`src/rtl/fpu_pkg.sv`:
```
// Shared binary32 definitions for the floating-point add/sub pipeline:
// field widths, special encodings and the per-stage payload structs.
package fpu_pkg;

  localparam int EXP_W   = 8;
  localparam int MAN_W   = 23;
  localparam int BIAS    = 127;
  localparam int EXP_MAX = 2 * BIAS + 1;   // all-ones exponent field (inf/NaN)
  localparam int SIG_W   = MAN_W + 4;      // hidden bit + mantissa + guard/round/sticky
  localparam int RD_W    = 5;

  localparam logic [31:0] CANON_NAN = 32'h7FC0_0000;
  localparam logic [31:0] POS_INF   = 32'h7F80_0000;
  localparam logic [31:0] NEG_INF   = 32'hFF80_0000;

  // S1 -> S2: operands ordered by magnitude, smaller one aligned with GRS
  typedef struct packed {
    logic             valid;
    logic [RD_W-1:0]  rd;
    logic             special;      // result fully decided in S1
    logic [31:0]      special_val;
    logic             sign;         // sign of the larger-magnitude operand
    logic [EXP_W-1:0] exp;          // exponent of the larger-magnitude operand
    logic             eff_sub;      // operand signs differ after applying FSUB
    logic [SIG_W-1:0] sig_l;
    logic [SIG_W-1:0] sig_s;
  } s1_t;

  // S2 -> S3: raw significand sum, one carry bit above the hidden bit
  typedef struct packed {
    logic             valid;
    logic [RD_W-1:0]  rd;
    logic             special;
    logic [31:0]      special_val;
    logic             sign;
    logic [EXP_W-1:0] exp;
    logic [SIG_W:0]   sum;
  } s2_t;

  function automatic logic is_nan(input logic [31:0] x);
    return (x[30:23] == '1) && (x[22:0] != '0);
  endfunction

  function automatic logic is_inf(input logic [31:0] x);
    return (x[30:23] == '1) && (x[22:0] == '0);
  endfunction

endpackage

```
`src/rtl/fp_lzc.sv`:
```
// Leading-zero counter used by the normalization stage.
// An all-zero input returns W.
module fp_lzc #(
  parameter int W  = 27,
  parameter int CW = 5
) (
  input  logic [W-1:0]  i_data,
  output logic [CW-1:0] o_count
);

  // Scan upward so the highest set bit is the last one to win
  always_comb begin
    o_count = CW'(W);
    for (int i = 0; i < W; i++) begin
      if (i_data[i]) o_count = CW'(W - 1 - i);
    end
  end

endmodule

```
`src/rtl/fp_add_pipe.sv`:
```
// Three-stage binary32 FADD.S/FSUB.S unit with a dedicated write-back port.
// S1 unpack/order/align, S2 significand add/sub, S3 normalize/round/pack.
// Denormals are flushed to signed zero on input and output; RNE rounding.
module fp_add_pipe
  import fpu_pkg::*;
#(
  parameter int LATENCY = 3
) (
  input  logic            clk,
  input  logic            rst,
  input  logic            in_valid,
  input  logic            in_sub,
  input  logic [RD_W-1:0] in_rd,
  input  logic [31:0]     in_a,
  input  logic [31:0]     in_b,
  input  logic            flush,
  output logic            float_wb_en,
  output logic [RD_W-1:0] float_wb_addr,
  output logic [31:0]     float_write_data,
  output logic            busy
);

  if (LATENCY != 3) begin : g_bad_latency
    $error("fp_add_pipe: only LATENCY=3 is supported");
  end

  // ---------------------------------------------------------------- S1
  logic             w_a_sign, w_b_sign;
  logic [EXP_W-1:0] w_a_exp, w_b_exp;
  logic             w_a_zero, w_b_zero;
  logic             w_a_larger;
  logic [EXP_W-1:0] w_exp_l, w_exp_s, w_exp_diff;
  logic [MAN_W-1:0] w_man_l, w_man_s;
  logic [SIG_W-1:0] w_sig_s_full, w_lost_mask, w_sig_s_shift;
  logic [31:0]      w_b_eff;
  s1_t              w_s1;
  s1_t              r_s1;

  assign w_a_sign   = in_a[31];
  assign w_b_sign   = in_b[31] ^ in_sub;
  assign w_b_eff    = {w_b_sign, in_b[30:0]};
  assign w_a_exp    = in_a[30:23];
  assign w_b_exp    = in_b[30:23];
  // exponent 0 covers both true zero and denormals, which are flushed
  assign w_a_zero   = (w_a_exp == '0);
  assign w_b_zero   = (w_b_exp == '0);
  assign w_a_larger = (in_a[30:0] >= in_b[30:0]);

  assign w_exp_l    = w_a_larger ? w_a_exp : w_b_exp;
  assign w_exp_s    = w_a_larger ? w_b_exp : w_a_exp;
  assign w_man_l    = w_a_larger ? in_a[22:0] : in_b[22:0];
  assign w_man_s    = w_a_larger ? in_b[22:0] : in_a[22:0];
  assign w_exp_diff = w_exp_l - w_exp_s;

  // Align the smaller significand; everything shifted out collapses into sticky
  assign w_sig_s_full  = {1'b1, w_man_s, 3'b000};
  assign w_lost_mask   = ~({SIG_W{1'b1}} << w_exp_diff[4:0]);
  assign w_sig_s_shift = (w_sig_s_full >> w_exp_diff[4:0])
                       | {{(SIG_W-1){1'b0}}, |(w_sig_s_full & w_lost_mask)};

  // Build the S1 payload and resolve NaN/inf/zero operands up front
  always_comb begin
    // NOTE: every field gets a default before any branch, so no path can leave
    // a bit unassigned and infer a latch.
    w_s1          = '0;
    w_s1.valid    = in_valid & ~flush;
    w_s1.rd       = in_rd;
    w_s1.sign     = w_a_larger ? w_a_sign : w_b_sign;
    w_s1.exp      = w_exp_l;
    w_s1.eff_sub  = w_a_sign ^ w_b_sign;
    w_s1.sig_l    = {1'b1, w_man_l, 3'b000};
    w_s1.sig_s    = (w_exp_diff >= 8'(SIG_W)) ? {{(SIG_W-1){1'b0}}, 1'b1} : w_sig_s_shift;
    w_s1.special  = 1'b1;
    if (is_nan(in_a) || is_nan(in_b)) begin
      w_s1.special_val = CANON_NAN;
    end else if (is_inf(in_a) && is_inf(in_b)) begin
      w_s1.special_val = (w_a_sign != w_b_sign) ? CANON_NAN : in_a;
    end else if (is_inf(in_a)) begin
      w_s1.special_val = in_a;
    end else if (is_inf(in_b)) begin
      w_s1.special_val = w_b_eff;
    end else if (w_a_zero && w_b_zero) begin
      w_s1.special_val = {w_a_sign & w_b_sign, 31'd0};
    end else if (w_a_zero) begin
      w_s1.special_val = w_b_eff;
    end else if (w_b_zero) begin
      w_s1.special_val = in_a;
    end else begin
      w_s1.special = 1'b0;
    end
  end

  // S1 register: flush or an idle input leaves the stage empty
  always_ff @(posedge clk or negedge rst) begin
    // NOTE: stage payload is reset together with its valid bit; it is a handful
    // of flops, not a memory array, and keeps every output defined from reset.
    if (!rst) begin
      r_s1 <= '0;
    end else begin
      // NOTE: non-blocking assignment, so every stage samples pre-edge values
      // regardless of the order the always blocks are evaluated in.
      r_s1 <= w_s1;
    end
  end

  // ---------------------------------------------------------------- S2
  s2_t w_s2;
  s2_t r_s2;

  // Signed magnitude add: sig_l >= sig_s, so subtraction never goes negative
  always_comb begin
    w_s2             = '0;
    w_s2.valid       = r_s1.valid & ~flush;
    w_s2.rd          = r_s1.rd;
    w_s2.special     = r_s1.special;
    w_s2.special_val = r_s1.special_val;
    w_s2.sign        = r_s1.sign;
    w_s2.exp         = r_s1.exp;
    w_s2.sum         = r_s1.eff_sub ? ({1'b0, r_s1.sig_l} - {1'b0, r_s1.sig_s})
                                    : ({1'b0, r_s1.sig_l} + {1'b0, r_s1.sig_s});
  end

  // S2 register
  always_ff @(posedge clk or negedge rst) begin
    if (!rst) r_s2 <= '0;
    else      r_s2 <= w_s2;
  end

  // ---------------------------------------------------------------- S3
  logic [4:0]       w_lz;
  logic [SIG_W-1:0] w_norm;
  logic [9:0]       w_exp_n;
  logic             w_round_up;
  logic [30:0]      w_rounded;
  logic             w_uflow, w_oflow;
  logic [31:0]      w_result;

  fp_lzc #(.W(SIG_W), .CW(5)) u_lzc (
    .i_data  (r_s2.sum[SIG_W-1:0]),
    .o_count (w_lz)
  );

  // Normalize: a carry shifts right once (keeping sticky), otherwise shift left
  always_comb begin
    w_norm  = '0;
    w_exp_n = '0;
    if (r_s2.sum[SIG_W]) begin
      w_norm  = {r_s2.sum[SIG_W:2], r_s2.sum[1] | r_s2.sum[0]};
      w_exp_n = {2'b00, r_s2.exp} + 10'd1;
    end else begin
      w_norm  = r_s2.sum[SIG_W-1:0] << w_lz;
      w_exp_n = {2'b00, r_s2.exp} - {5'd0, w_lz};
    end
  end

  // Round to nearest even; a mantissa carry ripples into the exponent field
  assign w_round_up = w_norm[2] & (w_norm[1] | w_norm[0] | w_norm[3]);
  assign w_rounded  = {w_exp_n[7:0], w_norm[SIG_W-2:3]} + {30'd0, w_round_up};
  assign w_uflow    = w_exp_n[9] || (w_exp_n == '0);
  assign w_oflow    = (!w_exp_n[9] && (w_exp_n >= 10'(EXP_MAX))) || (w_rounded[30:23] == '1);

  // Pack; the hidden bit is clear only when the sum cancelled exactly
  always_comb begin
    w_result = '0;
    if (r_s2.special)             w_result = r_s2.special_val;
    else if (!w_norm[SIG_W-1])    w_result = '0;
    else if (w_uflow)             w_result = {r_s2.sign, 31'd0};
    else if (w_oflow)             w_result = r_s2.sign ? NEG_INF : POS_INF;
    else                          w_result = {r_s2.sign, w_rounded};
  end

  // Write-back register: address/data hold their last value while idle
  logic            r_wb_en;
  logic [RD_W-1:0] r_wb_addr;
  logic [31:0]     r_wb_data;

  always_ff @(posedge clk or negedge rst) begin
    if (!rst) begin
      r_wb_en   <= 1'b0;
      r_wb_addr <= '0;
      r_wb_data <= '0;
    end else begin
      r_wb_en <= r_s2.valid & ~flush;
      if (r_s2.valid && !flush) begin
        r_wb_addr <= r_s2.rd;
        r_wb_data <= w_result;
      end
    end
  end

  assign float_wb_en      = r_wb_en;
  assign float_wb_addr    = r_wb_addr;
  assign float_write_data = r_wb_data;
  assign busy             = r_s1.valid | r_s2.valid | r_wb_en;

endmodule

```
`config.mk`:
```
export PLATFORM = sky130hd
export DESIGN_NAME = fp_add_pipe
export DESIGN_NICKNAME = d
export VERILOG_FILES = /design/src/rtl/fpu_pkg.sv /design/src/rtl/fp_lzc.sv /design/src/rtl/fp_add_pipe.sv
export SDC_FILE = /design/constraint.sdc
export NUM_CORES = 1
export LEC_CHECK = 0
export CORE_ASPECT_RATIO = 1.2
export CORE_MARGIN = 5
export CORE_UTILIZATION = 65
export CTS_CLUSTER_DIAMETER = 100
export DETAILED_ROUTE_END_ITERATION = 12
export GPL_TIMING_DRIVEN = 1
export PLACE_DENSITY = 0.87
export SLEW_MARGIN = 0
export SYNTH_ARGS = -nofsm -noshare
export SYNTH_HDL_FRONTEND = slang
export SYNTH_SLANG_ARGS = --single-unit
```
`constraint.sdc`:
```
create_clock -name clk -period 7.5 [get_ports clk]
set_input_delay 1.5 -clock clk [delete_from_list [all_inputs] [get_ports clk]]
set_output_delay 1.5 -clock clk [all_outputs]
set_load 0.01 [all_outputs]
```
==> summary.txt, run 1 <==
Clock tree
  • Clk_lat worst skew: around 0.52 ns
  • Total CTS buffers: 22
  • CTS root buffer: clkbuf_16
  • TritonCTS clock tree: built
  • Max H-tree Level: 1
  • Post-cts gate resize count: 0
  • Postcts setup bufs: 0
  • Clock Sinks: approximately 210
  • Clock Tree Buf Depth: 3
  • # hold bufs at CTS: 0
  • Clock slew at reported path FFs: ~0.07 ns

Synth
  • Synth top area share: 0.337
  • Mean Syn Cell Area: 8.62 um2
  • Ys flop type: dfrtp_1
  • Post-synth top area cell: dfrtp_1
  • Ys async rst share: 1.00
  • Register area share after synthesis: 0.337
  • Synth Instances: 1,844
  • Mapped Area: roughly 16,000 um2
  • Yosys cell types: between 90 and 100
  • Synthesized flop and latch total: around 210
  • Syn_nets: 2,009
  • Synth area leaders: dfrtp_1 (34%), ha_1 (7.0%), mux2i_1 (5.8%), a21oi_1 (4.3%), nor2_1 (3.9%)
  • EDFF count, synth: 0
  • Syn. warnings: 0

Timing
  • Worst Setup Slack, final: ~1.2 ns
  • Least-Margin Pin Slew: between 1 and 1.5 ns
  • Fin. max-slew vios: 0
  • Final hold violations: 0
  • RSZ-0062 raised after global routing: false
  • Post-route setup TNS: 0 ns
  • # setup viols final: 0
  • Min Tclk post-route: around 6.3 ns
  • Slew HR: 0.210
  • Max Fclk: around 160 MHz
  • Part of the cycle the worst path needs: 0.841
  • Setup Skew: roughly 0.027 ns

Placement
  • HPWL after DPL: about 38,000 um
  • Routability cong.: ~1.0
  • Placement-stage cell area: between 15,000 and 20,000 um2
  • Dpl ws: 0.783 ns
  • # port buffers: ~110
  • Placed insts: between 2,000 and 2,500

Critical path
  • Worst setup SP type: flop
  • Worst path slowest cell: dfrtp_1
  • Worst R2R End: float_write_data[21]
  • Critical Path Sink Type: flop
  • Critical Path AT: roughly 6.7 ns
  • Critical Path Source: r_s2[17]
  • Reg2reg setup slack: 1.19 ns
  • Crit Path Class: flop to flop
  • Worst R2R Start: r_s2[17]
  • Crit-path cells: nor3b_1, or4_1, nor2_1, nand2_1, buf_4, nand2_1, buf_4, inv_1, buf_4, ha_1, fa_1, nor2b_1, o21ai_0, nor3b_1, o31ai_1, nand2_1, or2_2, nor2_1, nand2_1, o21ai_0, nand2_1, o211ai_2, o22ai_1
  • Critical Path Max Stage Delay: 0.55 ns
  • FF-to-FF path depth: 23
  • Worst path required time: 7.84 ns
  • Worst setup path endpoint: float_write_data[21]
  • Cell mode on critical path: nand2_1
  • CP max FO: 23

Job
  • Maxcap violations: 0

Floorplanning
  • Initial Util: 0.661
  • DIE HEIGHT: between 150 and 200 um
  • Total core area: approximately 24,000 um2
  • I/O Pins: roughly 110
  • Cell Rows: 62
  • Die ar.: between 20,000 and 30,000 um2
  • Die Wd: roughly 150 um

Final layout
  • Area of the multi-input gates: roughly 9700 um2
  • Ratio of cells with drive above 1 in the final layout: 0.0857
  • ANT cells: 0
  • Cell Count, Final, Fillers Out: between 2,000 and 2,500
  • Fill cell count: approximately 1,700
  • Register area: approximately 5400 um2
  • Area Growth Syn to Fin: 12.9%
  • Final net count: roughly 2,100
  • Final Cell Area: 17,900 um2
  • Most frequent cells in the layout: dfrtp_1 (214), nor2_1 (166), nand2_1 (148), a21oi_1 (134), clkdlybuf4s50_1 (111)
  • Commonest non-fill, non-tap cell in the layout: dfrtp_1

Drt
  • # DRC: 0
  • Detailed Route Iter0 Violations: around 2,200
  • Antenna Nets Post-Route: 0
  • 1st-pass router iterations: 9
  • WL final: approximately 53,000 um
  • Detailed-route via count: approximately 15,000
  • Via density: about 6.9
  • Routed len/inst: around 24 um

Run status
  • Status: complete, no violations

Power and ir drop
  • Leak pwr: 7.84 nW
  • Power, Total: 5.33 mW
  • PwrDens: 297 nW/um2
  • Peak supply drop: approximately 0.20 mV

GRT
  • First-pass GRT wire length: a little over 80,000 um
  • Initial antenna violation count: 2
  • Total GRT Usage: 0.368
  • Largest net degree at the start of global routing: 187
  • Vias in the first global route: ~15,000
  • GRT overflow: 0

Hold path
  • Hold Path Class: flop to flop
## state kept, by name, indices dropped and copies added (netlist names)
register and flops:
float_write_data 32, r_s1 100, float_wb_en 1, float_wb_addr 5, r_s2 76
## critical path, delay by kind of cell (launching register included)
family	cells	cell delay, ns
flip-flops	1	0.55
AO/OA/AOI/OAI	5	1.64
AND/OR/NAND/NOR	12	2.52
buffers and inverters	4	0.79
adder cells (fa/ha/maj)	2	0.62
## layout make-up
cell class              instances  area share
multi-input cells            1410       0.539
flip-flops and latches        214       0.298
repair buffers                138      0.0750
clock buffers                  28      0.0347
inverters                     112      0.0234
well taps                     320      0.0223
clock inverters                12     0.00711
## report_power, final
part           internal (mW)  switching [mW]
Sequential              1.31           0.253
Clock                  0.635           0.478
Combinational           1.01            1.64
## metal layers
layer	vias to the layer above	part of all wire	global-route usage
met5	-	0.00024	0
met4	2	0.066	0.189
met3	252	0.087	0.0433
met2	1086	0.48	0.621
met1	7295	0.37	0.466
li1	6818	-	-
## cell families (layout without fill, tap and decap cells)
family / count (synthesis) / in the layout / synth area share
other cells: 1 / 1 / 0.000236
fa+ha+maj: 91 / 91 / 0.0726
buf+inv: 220 / 290 / 0.0572
xor+xnor: 60 / 60 / 0.0331
simple gates: 630 / 630 / 0.202
compound gates: 487 / 487 / 0.205
mux: 141 / 141 / 0.0936
flops: 214 / 214 / 0.337
## synth_stat cells (6+ instances only)
cell type and number:
nand3_1 68, nand3b_1 12, inv_1 108, o221ai_1 7, nor2b_1 25, and3_1 27
buf_1 9, a211oi_1 27, xor2_1 23, nor3_1 48, o22ai_1 32, mux2i_1 92
a221o_1 13, mux2_2 47, o21ai_0 91, clkbuf_1 66, o21bai_1 9, a21oi_1 135
ha_1 89, or3_1 6, o21a_1 9, o2111ai_1 6, nand2b_1 13, o31ai_1 10
nand2_1 148, buf_2 23, a21o_1 12, nor4_1 30, nor2_1 166, dfrtp_1 214
a221oi_1 12, and2_1 20, o211ai_1 19, nand4_1 23, a31oi_1 11, a22oi_1 33
xnor2_1 37
## stage by stage
step / util / hold WS [ns]
3_3_place_gp: 0.715 / 0.333
6_report: 0.746 / 0.327
4_1_cts: 0.746 / 0.330
3_5_place_dp: 0.715 / 0.335
2_1_floorplan: - / 0.331
5_1_grt: 0.746 / 0.347
## worst min-delay path by stage
stage / startpoint / to / slack (ns) / depth (start not counted)
after floorplan: r_s1[55] / r_s2[28] / 0.33 / 0
after global placement: r_s1[97] / r_s2[70] / 0.33 / 0
after detailed placement: r_s1[66] / r_s2[39] / 0.33 / 0
after CTS: r_s1[79] / r_s2[52] / 0.33 / 0
after global routing: r_s1[79] / r_s2[52] / 0.35 / 0
final: r_s1[79] / r_s2[52] / 0.33 / 0
Power figures use the tool's default switching activity.
==> inputs of run 2 (changes only) <==
--- a/config.mk
+++ b/config.mk
@@ -7,11 +7,11 @@
 export LEC_CHECK = 0
 export CORE_ASPECT_RATIO = 1.2
 export CORE_MARGIN = 5
-export CORE_UTILIZATION = 65
+export CORE_UTILIZATION = 61
 export CTS_CLUSTER_DIAMETER = 100
 export DETAILED_ROUTE_END_ITERATION = 12
 export GPL_TIMING_DRIVEN = 1
-export PLACE_DENSITY = 0.87
+export PLACE_DENSITY = 0.82
 export SLEW_MARGIN = 0
 export SYNTH_ARGS = -nofsm -noshare
 export SYNTH_HDL_FRONTEND = slang
==> constraint.sdc (replaced) <==
create_clock -name clk -period 5.9 [get_ports clk]
set_input_delay 1.18 -clock clk [delete_from_list [all_inputs] [get_ports clk]]
set_output_delay 1.18 -clock clk [all_outputs]
set_load 0.01 [all_outputs]
==> run 2 against run 1 <==
Compared with the run above: worst hold slack better by 0.011 ns; sequential power rose by 27%; combinational power up 32%; clock-buffer cell count shrank 3; via count increased by 0.25%; core utilization shrank 1.5 points; worst setup slack worse by 0.75 ns; clock skew decreased by 0.013 ns; flip-flop and latch count unchanged; final cell count increased by 5.1%; sequential share of layout area is 1.3 points lower; die area increased by 6.2%; critical endpoint is now r_s1[0]; largest cell class unchanged; largest power group unchanged.
==> summary.txt, run 2 (synthesis gave the netlist of run 1 again) <==
Power and ir drop
  • PwrDens: about 370 nW/um2
  • Peak supply drop: roughly 0.21 mV
  • Power, Total: 6.89 mW
  • Leak pwr: about 8.3 nW

GRT
  • Met2 global-route usage: 0.592
  • Initial antenna violation count: 1
  • Total GRT Usage: 0.350
  • Vias in the first global route: around 15,000
  • GRT met3 Usage: 0.0378
  • Grt met1 use: 0.445
  • GRT overflow: 0
  • First-pass GRT wire length: around 82,000 um
  • Most used routing layer: met2
  • Largest net degree at the start of global routing: approximately 120

Clock tree
  • Max H-tree Level: 1
  • # hold bufs at CTS: 0
  • Clock Sinks: ~210
  • Post-cts gate resize count: 0
  • Clock Tree Buf Depth: 3
  • Clk_lat worst skew: around 0.51 ns
  • Postcts setup bufs: 0
  • TritonCTS clock tree: built
  • Total CTS buffers: 22
  • CTS root buffer: clkbuf_16
  • Clock slew at reported path FFs: ~0.070 ns

Drt
  • Detailed-route via count: approximately 15,000
  • # DRC: 0
  • Routed len/inst: about 23 um
  • Detailed Route Iter0 Violations: about 1,800
  • WL final: between 50,000 and 60,000 um
  • Antenna Nets Post-Route: 0
  • 1st-pass router iterations: 8
  • Via density: 6.60

Hold path
  • Hold path start: r_s1[71]
  • Hold Path Class: flop to flop

Final layout
  • Largest register FFs: 100
  • Ratio of cells with drive above 1 in the final layout: 0.131
  • Post-layout util: 0.731
  • Final net count: around 2,200
  • Most frequent cells in the layout: dfrtp_1 (214), nor2_1 (166), nand2_1 (148), a21oi_1 (134), buf_4 (125)
  • Final Cell Area: between 15,000 and 20,000 um2
  • Area Growth Syn to Fin: 17.9%
  • Commonest non-fill, non-tap cell in the layout: dfrtp_1
  • Largest reg by FF count: r_s1

Critical path
  • CP max FO: 26
  • Worst setup SP type: primary input
  • Critical Path AT: slightly below 6 ns
  • Crit Path Class: primary input to flop
  • Critical Path Source: in_b[18]
  • Worst R2R Start: r_s2[19]
  • Critical Path Sink Type: flop
  • Worst path required time: ~6.3 ns

Floorplanning
  • Die Wd: approximately 160 um
  • DIE HEIGHT: 187 um
  • Die ar.: 29,400 um2
  • I/O Pins: 113
  • Initial Util: 0.620
  • Total core area: around 26,000 um2
  • Cell Rows: 64

Placement
  • # port buffers: around 110
  • Dpl ws: -0.00327 ns
  • Routability cong.: approximately 1.0
  • HPWL after DPL: about 40,000 um
  • Placement-stage cell area: ~18,000 um2

Job
  • Maxcap violations: 0

Timing
  • Part of the cycle the worst path needs: 0.925
  • Least-Margin Pin Slew: between 1 and 1.5 ns
  • # setup viols final: 0
  • Worst Setup Slack, final: approximately 0.44 ns
  • RSZ-0062 raised after global routing: false
  • Post-route setup TNS: 0 ns
  • Slew HR: 0.197
  • Setup Skew: 0.0145 ns
  • Max Fclk: approximately 180 MHz
  • Final hold violations: 0
  • Fin. max-slew vios: 0
  • Min Tclk post-route: 5.46 ns

Run status
  • Status: complete, no violations
==> run 2: final timing paths <==
path | cells after the start | endpoint | slack [ns]
worst min register to register | 0 | r_s2[44] | 0.34
max in group asynchronous | 2 | float_write_data[7] | 3.86
worst max register to register | 22 | float_write_data[27] | 0.69
min in group asynchronous | 1 | r_s1[53] | 0.76
worst min-delay path | 0 | r_s2[44] | 0.34
worst max-delay path | 17 | r_s1[0] | 0.44
==> run 2: worst max-delay path, stage by stage <==
cell and delay, ns:
clkdlybuf4s50_1 0.47, inv_1 0.05, ha_1 0.31, a21oi_1 0.14
o21ai_0 0.13, a221oi_1 0.41, a21boi_0 0.22, a311oi_4 0.33
buf_4 0.33, mux2i_1 0.35, buf_4 0.18, a211o_1 0.37
buf_12 0.24, mux2_2 0.36, a21oi_1 0.23, a31oi_1 0.10
or4_1 0.41
==> run 2: routing by layer <==
layer  vias to the layer above  wire [um]  share of wire
met3                       202       4110          0.078
li1                       7027          -              -
met2                       910      25900           0.49
met1                      7352      19900           0.38
met5                         -          0              0
met4                         0       3050          0.058
==> run 2: final cells by class <==
type                       instances  area, um2
tap                              330        413
fill                            1901       6890
sequential                       214       5360
clock inverter                    15        173
antenna                            1       2.50
inverter                         112        420
multi-input combinational       1410       9670
clock buffer                      25        572
timing repair buffer             240       2120
==> run 2: power by group <==
| group | total, mW | switching, mW | internal [mW] |
|---|---|---|---|
| clock network | 1.42 | 0.614 | 0.805 |
| registers | 1.98 | 0.309 | 1.67 |
| logic | 3.49 | 2.08 | 1.41 |
==> run 2: per-stage QoR <==
step                      hold slack [ns]  cells
final                               0.339   2347
after global routing                0.346   2346
after CTS                           0.332   2346
after detailed placement            0.335   2306
after global placement              0.333   2306
after floorplan                     0.331   1844
==> inputs of run 3 (changes only) <==
--- a/config.mk
+++ b/config.mk
@@ -7,11 +7,10 @@
 export LEC_CHECK = 0
 export CORE_ASPECT_RATIO = 1.2
 export CORE_MARGIN = 5
-export CORE_UTILIZATION = 61
+export CORE_UTILIZATION = 31
 export CTS_CLUSTER_DIAMETER = 100
 export DETAILED_ROUTE_END_ITERATION = 12
 export GPL_TIMING_DRIVEN = 1
-export PLACE_DENSITY = 0.82
 export SLEW_MARGIN = 0
 export SYNTH_ARGS = -nofsm -noshare
 export SYNTH_HDL_FRONTEND = slang
==> run 3 against run 2 <==
Compared with the run above: power is 0.96% higher; clock power down 3%; via count fell by 2.5%; die area up 90%; non-clock buffer count up 10; sequential share of layout area down 0.73 points; largest cell class unchanged.
==> summary.txt, run 3 (synthesis gave the netlist of run 1 again) <==
Final layout
  • ANT cells: 0
  • Commonest non-fill, non-tap cell in the layout: dfrtp_1
  • Most frequent cells in the layout: dfrtp_1 (214), nor2_1 (166), nand2_1 (148), a21oi_1 (134), buf_4 (132)
  • Largest register FFs: 100
  • Area Growth Syn to Fin: 21.0%
  • Final net count: around 2,200
  • Ratio of cells with drive above 1 in the final layout: 0.133
  • Largest reg by FF count: r_s1
  • Post-layout util: 0.376

Floorplanning
  • DIE HEIGHT: approximately 260 um
  • Total core area: around 50,000 um2
  • I/O Pins: approximately 110
  • Initial Util: 0.311
  • Die ar.: ~56,000 um2
  • Die Wd: approximately 220 um
  • Cell Rows: 91

Timing
  • Min Tclk post-route: about 5.4 ns
  • Slew HR: 0.206
  • Part of the cycle the worst path needs: 0.917
  • RSZ-0062 raised after global routing: false
  • Least-Margin Pin Slew: about 1.2 ns
  • Final hold violations: 0
  • Fin. max-slew vios: 0
  • Max Fclk: ~180 MHz
  • Worst Setup Slack, final: 0.492 ns
  • # setup viols final: 0
  • Setup Skew: roughly 0.029 ns

GRT
  • Total GRT Usage: 0.200
  • Initial antenna violation count: 0
  • First-pass GRT wire length: 89,500 um
  • Largest net degree at the start of global routing: approximately 200
  • Vias in the first global route: around 15,000
  • GRT overflow: 0

Job
  • Maxcap violations: 0

Clock tree
  • CTS root buffer: clkbuf_16
  • Postcts setup bufs: 0
  • Clk_lat worst skew: about 0.54 ns
  • Post-cts gate resize count: 0
  • Clock Sinks: 214
  • Max H-tree Level: 1
  • TritonCTS clock tree: built
  • Total CTS buffers: 23
  • # hold bufs at CTS: 0
  • Clock slew at reported path FFs: 0.06 ns
  • Clock Tree Buf Depth: 3

Hold path
  • Hold Path Class: flop to flop

Placement
  • HPWL after DPL: around 44,000 um
  • Routability cong.: about 1.0
  • # port buffers: between 100 and 150
  • Dpl ws: -0.00166 ns

Critical path
  • Worst path required time: 6.31 ns
  • Reg2reg setup slack: 0.70 ns
  • Worst setup SP type: primary input
  • CP max FO: 26
  • Critical Path AT: around 5.8 ns
  • Crit Path Class: primary input to flop
  • Critical Path Sink Type: flop

Power and ir drop
  • Peak supply drop: between 0.15 and 0.2 mV
  • PwrDens: 362 nW/um2
  • Leak pwr: 8.38 nW

Drt
  • 1st-pass router iterations: 6
  • WL final: 57,600 um
  • Detailed Route Iter0 Violations: roughly 1,400
  • Antenna Nets Post-Route: 0
  • Routed len/inst: approximately 22 um
  • Via density: approximately 5.6
  • Detailed-route via count: 15,106
  • # DRC: 0

Run status
  • Status: complete, no violations
run 3: changes by cell type in the layout (fill, tap and decap cells not counted), sizes merged:
cell,delta
inv,-1
diode,-1
buf,+10
clkbuf,+8
bufinv,-1
clkinvlp,-1
clkinv,-6
run 3: critical path: stages:
cell and delay [ns]:
clkdlybuf4s50_1 0.49, inv_1 0.05, ha_1 0.29, a211oi_1 0.22
nor2_1 0.11, a2111oi_0 0.41, a21oi_1 0.18, a311oi_4 0.34
buf_4 0.35, mux2i_1 0.36, buf_4 0.18, a211o_1 0.32
buf_12 0.23, mux2_2 0.37, a21oi_1 0.22, a31oi_1 0.09
or4_1 0.41
run 3: report_power, final:
| part | switching, mW | internal, mW | leakage, nW | total [mW] |
|---|---|---|---|---|
| Combinational | 2.13 | 1.41 | 5.31 | 3.54 |
| Sequential | 0.366 | 1.67 | 2.72 | 2.03 |
| Clock | 0.575 | 0.806 | 0.350 | 1.38 |
| Total | 3.07 | 3.88 | 8.38 | 6.95 |
run 3: final cells by class:
| type | instances | area (um2) |
|---|---|---|
| timing repair buffer | 250 | 2240 |
| fill | 5204 | 31900 |
| multi-input combinational | 1410 | 9670 |
| clock buffer | 33 | 643 |
| clock inverter | 6 | 80.1 |
| tap | 651 | 815 |
| sequential | 214 | 5360 |
| inverter | 112 | 420 |
run 3: through the flow:
step	power (mW)	area (um2)	hold slack, ns	std cells	setup TNS, ns
final	6.95	19200	0.332	2676	0
after CTS	6.94	19200	0.329	2676	0
after detailed placement	5.52	18500	0.335	2637	-0.00166
after global routing	7.35	19200	0.339	2676	0
after global placement	5.51	18500	0.332	2637	0
after floorplan	4.17	15900	0.331	1844	0
run 3: worst paths after layout:
check / startpoint / endpoint / cells after the start
worst min register to register: r_s1[67] / r_s2[40] / 0
worst max register to register: r_s2[17] / float_write_data[29] / 21
worst max-delay path: in_b[8] / r_s1[0] / 17
min in group asynchronous: rst / float_write_data[25] / 1
max in group asynchronous: rst / r_s1[49] / 2
worst min-delay path: r_s1[67] / r_s2[40] / 0
run 3: metal layers:
| metal | up-vias | wire (um) | track usage |
|---|---|---|---|
| li1 | 7029 | - | - |
| met1 | 7333 | 24000 | 0.259 |
| met2 | 605 | 27800 | 0.343 |
| met3 | 139 | 3110 | 0.0212 |
| met4 | 0 | 2670 | 0.0797 |
| met5 | - | 0 | 0 |
